<file path="config.mk">
export PLATFORM = sky130hd
export DESIGN_NAME = cve2_obi_arbiter
export DESIGN_NICKNAME = d
export VERILOG_FILES = /design/src/rtl/cve2_obi_arbiter_pkg.sv /design/src/rtl/cve2_obi_id_fifo.sv /design/src/rtl/cve2_obi_arbiter.sv
export SDC_FILE = /design/constraint.sdc
export NUM_CORES = 1
export LEC_CHECK = 0
export CAP_MARGIN = 0
export CORE_AREA = 3 3 108 110
export CTS_CLUSTER_SIZE = 40
export DETAILED_ROUTE_END_ITERATION = 7
export DIE_AREA = 0 0 111 113
export PLACE_DENSITY_LB_ADDON = 0.08
export SLEW_MARGIN = 25
export SYNTH_ARGS = -nofsm -noshare
export SYNTH_HDL_FRONTEND = slang
export SYNTH_SLANG_ARGS = --single-unit
</file>
<file path="constraint.sdc">
create_clock -name clk_i -period 2.6 [get_ports clk_i]
set_input_delay 0.52 -clock clk_i [delete_from_list [all_inputs] [get_ports clk_i]]
set_output_delay 0.52 -clock clk_i [all_outputs]
set_load 0.02 [all_outputs]
</file>
<file path="src/rtl/cve2_obi_arbiter_pkg.sv">
`default_nettype none
// ============================================================================
// Module : cve2_obi_arbiter_pkg
// Brief  : Shared types for the instruction/data OBI arbiter.
// Rev    : 1.0 - initial release
// ============================================================================
package cve2_obi_arbiter_pkg;

  typedef enum logic {
    ObiSrcData  = 1'b0,
    ObiSrcInstr = 1'b1
  } obi_src_e;

  typedef enum logic [1:0] {
    ArbUnlocked    = 2'd0,
    ArbLockedData  = 2'd1,
    ArbLockedInstr = 2'd2
  } arb_state_e;

  function automatic obi_src_e obi_other_src(input obi_src_e src);
    return (src == ObiSrcData) ? ObiSrcInstr : ObiSrcData;
  endfunction

endpackage
`default_nettype wire

</file>
<file path="src/rtl/cve2_obi_id_fifo.sv">
`default_nettype none
// ============================================================================
// Module : cve2_obi_id_fifo
// Brief  : In-order ID FIFO with occupancy count and simultaneous push/pop.
// Rev    : 1.0 - initial release
// ============================================================================
module cve2_obi_id_fifo import cve2_obi_arbiter_pkg::*; #(
  parameter int unsigned DEPTH = 2,
  parameter int unsigned WIDTH = 1
) (
  input  logic                         clk,
  input  logic                         rst_n,
  input  logic                         i_push,
  input  logic [WIDTH-1:0]             i_push_data,
  input  logic                         i_pop,
  output logic [WIDTH-1:0]             o_pop_data,
  output logic [$clog2(DEPTH+1)-1:0]   o_count,
  output logic                         o_full,
  output logic                         o_empty
);

  localparam int unsigned c_CNT_W = $clog2(DEPTH + 1);
  localparam int unsigned c_PTR_W = (DEPTH > 1) ? $clog2(DEPTH) : 1;

  logic [WIDTH-1:0]   r_mem [DEPTH];
  logic [c_PTR_W-1:0] r_wptr;
  logic [c_PTR_W-1:0] r_rptr;
  logic [c_CNT_W-1:0] r_count;
  logic               w_do_push;
  logic               w_do_pop;

  function automatic logic [c_PTR_W-1:0] ptr_inc(input logic [c_PTR_W-1:0] p);
    return (p == c_PTR_W'(DEPTH - 1)) ? '0 : p + c_PTR_W'(1);
  endfunction

  assign o_full     = (r_count == c_CNT_W'(DEPTH));
  assign o_empty    = (r_count == '0);
  assign o_count    = r_count;
  assign o_pop_data = r_mem[r_rptr];

  // A push into a full FIFO is only legal when the head leaves in the same cycle.
  assign w_do_push = i_push && (!o_full || i_pop);
  assign w_do_pop  = i_pop && !o_empty;

  always_ff @(posedge clk) begin
    if (!rst_n) begin
      r_wptr  <= '0;
      r_rptr  <= '0;
      r_count <= '0;
    end else begin
      if (w_do_push) r_wptr <= ptr_inc(r_wptr);
      if (w_do_pop)  r_rptr <= ptr_inc(r_rptr);
      case ({w_do_push, w_do_pop})
        2'b10:   r_count <= r_count + c_CNT_W'(1);
        2'b01:   r_count <= r_count - c_CNT_W'(1);
        default: r_count <= r_count;
      endcase
    end
  end

  always_ff @(posedge clk) begin
    if (w_do_push) r_mem[r_wptr] <= i_push_data;
  end

endmodule
`default_nettype wire

</file>
<file path="src/rtl/cve2_obi_arbiter.sv">
`default_nettype none
// ============================================================================
// Module : cve2_obi_arbiter
// Brief  : 2:1 OBI arbiter sharing one memory port between fetch and data.
// Rev    : 1.0 - initial release
// ============================================================================
module cve2_obi_arbiter import cve2_obi_arbiter_pkg::*; #(
  parameter int unsigned MaxOutstanding = 2,
  parameter bit          RoundRobin     = 1'b0
) (
  input  logic        clk_i,
  input  logic        rst_ni,
  input  logic        instr_req_i,
  output logic        instr_gnt_o,
  input  logic [31:0] instr_addr_i,
  output logic        instr_rvalid_o,
  output logic [31:0] instr_rdata_o,
  output logic        instr_err_o,
  input  logic        data_req_i,
  output logic        data_gnt_o,
  input  logic        data_we_i,
  input  logic [3:0]  data_be_i,
  input  logic [31:0] data_addr_i,
  input  logic [31:0] data_wdata_i,
  output logic        data_rvalid_o,
  output logic [31:0] data_rdata_o,
  output logic        data_err_o,
  output logic        mem_req_o,
  input  logic        mem_gnt_i,
  output logic        mem_we_o,
  output logic [3:0]  mem_be_o,
  output logic [31:0] mem_addr_o,
  output logic [31:0] mem_wdata_o,
  input  logic        mem_rvalid_i,
  input  logic [31:0] mem_rdata_i,
  input  logic        mem_err_i,
  output logic        protocol_err_o
);

  localparam int unsigned c_CNT_W = $clog2(MaxOutstanding + 1);

  arb_state_e         r_state;
  arb_state_e         w_state_nxt;
  obi_src_e           r_rr_ptr;
  obi_src_e           w_winner;
  obi_src_e           w_head;
  logic               r_proto_err;
  logic [0:0]         w_head_raw;
  logic [0:0]         w_push_id;
  logic [c_CNT_W-1:0] w_count;
  logic               w_full;
  logic               w_empty;
  logic               w_win_req;
  logic               w_hs;
  logic               w_pop;

  always_comb begin
    w_winner    = ObiSrcData;
    w_state_nxt = ArbUnlocked;
    case (r_state)
      ArbLockedData:  w_winner = ObiSrcData;
      ArbLockedInstr: w_winner = ObiSrcInstr;
      default: begin
        if (RoundRobin && (r_rr_ptr == ObiSrcInstr)) begin
          w_winner = (instr_req_i || !data_req_i) ? ObiSrcInstr : ObiSrcData;
        end else begin
          w_winner = (data_req_i || !instr_req_i) ? ObiSrcData : ObiSrcInstr;
        end
      end
    endcase
    // A stalled request must keep its payload until granted, so pin the winner.
    if (mem_req_o && !mem_gnt_i) begin
      w_state_nxt = (w_winner == ObiSrcData) ? ArbLockedData : ArbLockedInstr;
    end
  end

  assign w_win_req = (w_winner == ObiSrcData) ? data_req_i : instr_req_i;
  assign mem_req_o = w_win_req && !w_full;
  assign w_hs      = mem_req_o && mem_gnt_i;

  assign data_gnt_o  = w_hs && (w_winner == ObiSrcData);
  assign instr_gnt_o = w_hs && (w_winner == ObiSrcInstr);

  always_comb begin
    mem_we_o    = 1'b0;
    mem_be_o    = 4'hF;
    mem_addr_o  = instr_addr_i;
    mem_wdata_o = '0;
    if (w_winner == ObiSrcData) begin
      mem_we_o    = data_we_i;
      mem_be_o    = data_be_i;
      mem_addr_o  = data_addr_i;
      mem_wdata_o = data_wdata_i;
    end
  end

  assign w_push_id = w_winner;

  cve2_obi_id_fifo #(
    .DEPTH (MaxOutstanding),
    .WIDTH (1)
  ) u_id_fifo (
    .clk         (clk_i),
    .rst_n       (rst_ni),
    .i_push      (w_hs),
    .i_push_data (w_push_id),
    .i_pop       (w_pop),
    .o_pop_data  (w_head_raw),
    .o_count     (w_count),
    .o_full      (w_full),
    .o_empty     (w_empty)
  );

  assign w_head = obi_src_e'(w_head_raw);
  assign w_pop  = mem_rvalid_i && !w_empty;

  assign data_rvalid_o  = w_pop && (w_head == ObiSrcData);
  assign instr_rvalid_o = w_pop && (w_head == ObiSrcInstr);
  assign data_rdata_o   = mem_rdata_i;
  assign instr_rdata_o  = mem_rdata_i;
  assign data_err_o     = data_rvalid_o && mem_err_i;
  assign instr_err_o    = instr_rvalid_o && mem_err_i;
  assign protocol_err_o = r_proto_err;

  always_ff @(posedge clk_i) begin
    if (!rst_ni) begin
      r_state     <= ArbUnlocked;
      r_rr_ptr    <= ObiSrcData;
      r_proto_err <= 1'b0;
    end else begin
      r_state <= w_state_nxt;
      if (RoundRobin && w_hs) r_rr_ptr <= obi_other_src(w_winner);
      if (mem_rvalid_i && (w_count == '0)) r_proto_err <= 1'b1;
    end
  end

endmodule
`default_nettype wire

</file>
==> results of run 1 <==
## metal layers
metal,track usage,vias up,part of all wire
met4,0.02545,0,0.016
met5,0,-,0
met3,0.03262,23,0.097
met2,0.1792,111,0.52
met1,0.1135,739,0.36
li1,-,826,-
## flip-flops by register name, summed over array words and instances, names as in the netlist, named ones only
register	cells
protocol_err_o	1
r_state	2
u_id_fifo.o_count	2
u_id_fifo.r_mem	2
u_id_fifo.r_rptr	1
u_id_fifo.r_wptr	1
## area by class of cell
class | instances | share of cell area
multi-input cells | 106 | 0.2908
repair buffers | 202 | 0.5696
clock buffers | 4 | 0.01638
flip-flops and latches | 10 | 0.06552
well taps | 140 | 0.05212
inverters | 5 | 0.005585
## critical path, cell delays in order
cell             delay [ps]
clkdlybuf4s50_1         480
o21a_1                  190
and3_1                  170
clkdlybuf4s50_1         590
## timing repair
item	CTS	global route
hold endpoints to repair	0	0
hold buffers	0	0
pin swaps	0	1
setup endpoints to repair	67	40
resized for setup	158	2
setup buffers	6	0
cloned	1	0
## power breakdown
part / switching [µW] / internal [µW]
clock: 58.0 / 133
combinational: 374 / 486
sequential: 25.9 / 197
total: 458 / 816
## cell families (layout without fill, tap and decap cells)
logic type | Yosys count | in the layout | share of synthesized area
muxes | 35 | 35 | 0.2878
AOI/OAI and AO/OA | 7 | 7 | 0.03165
DFF | 10 | 10 | 0.1266
buffers and inverters | 77 | 211 | 0.3230
xor gates and xnor gates | 3 | 3 | 0.01511
adders and majority gates | 2 | 2 | 0.01439
and+or+nand+nor | 59 | 59 | 0.2014
## through the flow
step	total power (µW)	area, µm²	setup WS (ps)	hold WS (ps)	setup TNS, ps
after global placement	1140	3331	-327.5	456.4	-16960
after global routing	1371	3361	13.62	494.3	0
after CTS	1297	3346	3.678	476.2	0
final	1274	3361	127.4	470.8	0
after detailed placement	1139	3331	-357.7	464.6	-18370
after floorplan	811.5	1739	582.3	451.4	0
## final timing paths
check | start | to | slack [ps] | cells after the start
min reg2reg | protocol_err_o$_SDFFE_PN0P_ | protocol_err_o$_SDFFE_PN0P_ | 470 | 2
max reg2reg | r_state[0]$_SDFF_PN0_ | u_id_fifo.o_count[1]$_SDFFE_PN0P_ | 450 | 8
max | mem_rvalid_i | data_err_o | 130 | 4
min | protocol_err_o$_SDFFE_PN0P_ | protocol_err_o$_SDFFE_PN0P_ | 470 | 2
## layout by cell type (no fill, tap or decap), types with 3 or more instances in the layout
| cell type | n |
|---|---|
| and2_1 | 34 |
| buf_12 | 4 |
| buf_2 | 20 |
| buf_4 | 16 |
| clkbuf_8 | 4 |
| clkdlybuf4s15_1 | 9 |
| clkdlybuf4s15_2 | 7 |
| clkdlybuf4s50_1 | 111 |
| dfxtp_1 | 8 |
| dlygate4sd2_1 | 31 |
| inv_1 | 4 |
| mux2_1 | 3 |
| mux2_4 | 29 |
| nand2_1 | 3 |
| nand2b_1 | 5 |
| nor2_1 | 10 |
==> flow_summary.ini, run 1 <==
[logic_synthesis]
syn_nets = 335
syn_area_um2 = 1739
synth_largest_area_cell = buf_4
ys_seq_area_frac = 0.1266
synth_top_area_share = 0.2763
synth_seq_cells = 10
synthTopCellsByArea = buf_4 28%, mux2_4 25%, and2_1 12%, dfxtp_1 9.2%, edfxtp_1 3.5%
synth-edff-count = 2
async_reset_ff_frac = 0
synth_common_cells = 64 x buf_4, 34 x and2_1, 29 x mux2_4, 10 x nor2_1, 8 x dfxtp_1
synth_most_common_cell = buf_4
synthDistinctLibCells = 31
postSynthAreaPerCell_um2 = 9.011
ys.flop_type = dfxtp_1
ys_warn_count = 0
syn_inst = 193

[critical_path]
critPathLaunchType = input pin
path_class = input pin to output pin
worstPathArrival_ps = 1950
cp.required_ps = 2080
end_kind = output pin
worstPathMaxFanout = 5

[grt]
antenna_found_initial = 0
grt.overflow.total = 0
grt_start_max_net_pins = 19
grt_pass1_wl_mm = 9.998
track_usage = 0.09947
grt_pass1_vias = 1745

[outcome]
outcome = finished clean

[detailed_routing]
drt_first_pass_iters = 3
drt_iter0_drc = 45
vias = 1699
ant_nets = 0
vias_per_cell = 3.638
drc_errors = 0
wirelength_mm = 6.811
wl_per_cell_um = 14.58

[final_layout]
fillers = 1153
area_growth_syn_to_layout_pct = 93.24
fin_nets = 470
fin_util = 0.3114
drive_gt1_frac = 0.2752
layoutNonFillerInstCount = 467
n_antenna_cell = 0
seq_area_um2 = 220.2
multi_input_area_um2 = 977.2

[placement]
hpwl_mm = 5.925
port_buffers = 184
place.gp.congestion = 0.7245
dp_cells = 456

[sta]
rsz0062_at_grt = false
setup_violations = 0
slew-limit-headroom = 0.8119
max_freq_mhz = 404.4
worstMarginPinSlew_ps = 274.3
skew_ps = 1.404
period_needed_ps = 2473
slew_violations = 0
fin_crit_sh = 0.9510
hold_viol = 0

[cts]
clockBufferDepth = 2
cts_tree = done
numCtsBuffers = 3
root_buffer = clkbuf_8
cts_sinks = 10
h-tree-depth = 1
clock_latency_ps = 230
clkTransAtPathRegs_ps = 50

[power_and_ir_drop]
vdd_drop_max_mv = 0.1388
leakage_uw = 0.001523
power_density_nw_per_um2 = 379.1

[die]
die_x_um = 111
rows = 38
dieArea_um2 = 12540
core-area_um2 = 10790
io_pins = 281
die_y_um = 113
start_util = 0.1611

[flow_run]
maxCapViolations = 0

[worst_hold_path]
hold_path.class = flop to flop
Note: power is estimated with default switching activity, not from simulation.
==> run 2, diff against run 1 <==
--- a/config.mk
+++ b/config.mk
@@ -11,6 +11,7 @@
 export DETAILED_ROUTE_END_ITERATION = 7
 export DIE_AREA = 0 0 111 113
 export PLACE_DENSITY_LB_ADDON = 0.08
+export SKIP_CTS_REPAIR_TIMING = 1
 export SLEW_MARGIN = 25
 export SYNTH_ARGS = -nofsm -noshare
 export SYNTH_HDL_FRONTEND = slang
==> flow_summary.ini, run 2 (synthesis gave the netlist of run 1 again) <==
[sta]
max_freq_mhz = 391.2
holdWs_ps = 470.8
hold_viol = 0
slew_violations = 0
skew_ps = 1.412
tns_ps = 0
setup_violations = 0
worstMarginPinSlew_ps = 274.3
fin_crit_sh = 0.9831
period_needed_ps = 2556
rsz0062_at_grt = true
slew-limit-headroom = 0.8119

[critical_path]
rrSetupSlack_ps = 460
cp.required_ps = 2080
path_class = flop to output pin
critPathLaunchType = flop
worstPathArrival_ps = 2040
end_kind = output pin
reg2reg_depth = 7
r2r-end = u_id_fifo.o_count[1]$_SDFFE_PN0P_
worstPathMaxFanout = 8
r2r_start = r_state[1]$_SDFF_PN0_

[die]
die_y_um = 113
rows = 38
core-area_um2 = 10790
die_x_um = 111
io_pins = 281
dieArea_um2 = 12540
start_util = 0.1611

[cts]
numCtsBuffers = 3
cts_tree = done
h-tree-depth = 1
root_buffer = clkbuf_8
clock_latency_ps = 230
cts_sinks = 10
clockBufferDepth = 2
clkTransAtPathRegs_ps = 50

[outcome]
outcome = finished clean

[detailed_routing]
drc_errors = 0
drt_iter0_drc = 58
wl_per_cell_um = 14.91
wirelength_mm = 6.992
ant_nets = 0
vias = 1728
drt_first_pass_iters = 2
vias_per_cell = 3.684

[final_layout]
fin_nets = 472
final_cell_mix = 114 x clkdlybuf4s50_1, 62 x dlymetal6s2s_1, 34 x and2_1
fillers = 1129
drive_gt1_frac = 0.2158
final_common_cell = clkdlybuf4s50_1
n_antenna_cell = 0
seq_area_um2 = 221.5
multi_input_area_um2 = 980.9
area_growth_syn_to_layout_pct = 109.5

[placement]
port_buffers = 184
place.gp.congestion = 0.7245
hpwl_mm = 5.925

[grt]
grt_start_max_net_pins = 20
grt_pass1_wl_mm = 9.680
track_usage = 0.09678
grt_pass1_vias = 1700
antenna_found_initial = 0
grt.overflow.total = 0

[flow_run]
maxCapViolations = 0

[worst_hold_path]
hold_path.class = flop to flop
hold_path_depth = 2
min-delay-start = protocol_err_o$_SDFFE_PN0P_
hold_path_end = protocol_err_o$_SDFFE_PN0P_

[power_and_ir_drop]
leakage_uw = 0.002094
vdd_drop_max_mv = 0.1390
power_density_nw_per_um2 = 363.6
-- run 2: cell count changes in the layout (fill, tap and decap cells not counted), sizes merged --
cell and delta:
buf -18, clkbuf +3, clkdlybuf4s15 -16, clkdlybuf4s50 +3
dlygate4sd2 -31, dlymetal6s2s +61
-- run 2: how the worst max path moves through the flow --
| stage | cells past startpoint | endpoint | from |
|---|---|---|---|
| floorplan | 7 | mem_addr_o[0] | r_state[0]$_SDFF_PN0_ |
| detailed placement | 6 | mem_we_o | data_req_i |
| CTS | 6 | mem_addr_o[19] | data_req_i |
| global route | 10 | mem_addr_o[13] | r_state[0]$_SDFF_PN0_ |
| finish | 10 | mem_addr_o[13] | r_state[0]$_SDFF_PN0_ |
| global placement | 6 | mem_addr_o[19] | data_req_i |
-- run 2: area by class of cell --
cell class              instances  area share
well taps                     140     0.04808
repair buffers                204      0.6016
flip-flops and latches         10     0.06078
inverters                       5    0.005151
multi-input cells             106      0.2692
clock buffers                   4     0.01511
-- run 2: routing by layer --
| layer | track usage | vias up | part of all wire | routed length [µm] |
|---|---|---|---|---|
| li1 | - | 829 | - | - |
| met1 | 0.1093 | 765 | 0.36 | 2494 |
| met2 | 0.1768 | 111 | 0.53 | 3714 |
| met3 | 0.02995 | 23 | 0.096 | 672 |
| met4 | 0.02545 | 0 | 0.016 | 110 |
| met5 | 0 | - | 0 | 0 |
-- run 2: critical path: stages, from the launching register on --
cell	delay, ps
dfxtp_2	310
inv_2	40
ha_4	270
nand3b_1	90
o21a_4	180
buf_12	150
buf_8	120
buf_6	110
buf_6	100
mux2_4	300
buf_6	130
-- run 2: per-stage QoR --
stage               instance area [µm²]  power, µW  setup WS (ps)  instances    util
finish                             3643       1325          44.00        469  0.3376
global route                       3643       1422         -39.55        469  0.3376
floorplan                          1739      811.5          582.3        193       -
CTS                                3386       1340         -367.9        460  0.3137
detailed placement                 3331       1139         -357.7        456  0.3086
global placement                   3331       1140         -327.5        456  0.3086
-- run 2: report_power, final --
| group | internal, µW | switching, µW |
|---|---|---|
| clock | 133 | 58.1 |
| sequential | 197 | 26.2 |
| combinational | 534 | 376 |
==> run 3, diff against run 2 <==
--- a/config.mk
+++ b/config.mk
@@ -7,12 +7,12 @@
 export LEC_CHECK = 0
 export CAP_MARGIN = 0
 export CORE_AREA = 3 3 108 110
+export CTS_CLUSTER_DIAMETER = 50
 export CTS_CLUSTER_SIZE = 40
 export DETAILED_ROUTE_END_ITERATION = 7
 export DIE_AREA = 0 0 111 113
 export PLACE_DENSITY_LB_ADDON = 0.08
 export SKIP_CTS_REPAIR_TIMING = 1
-export SLEW_MARGIN = 25
 export SYNTH_ARGS = -nofsm -noshare
 export SYNTH_HDL_FRONTEND = slang
 export SYNTH_SLANG_ARGS = --single-unit
==> results of run 3 <==
Final layout, timing and power as in run 2 (identical DEF).
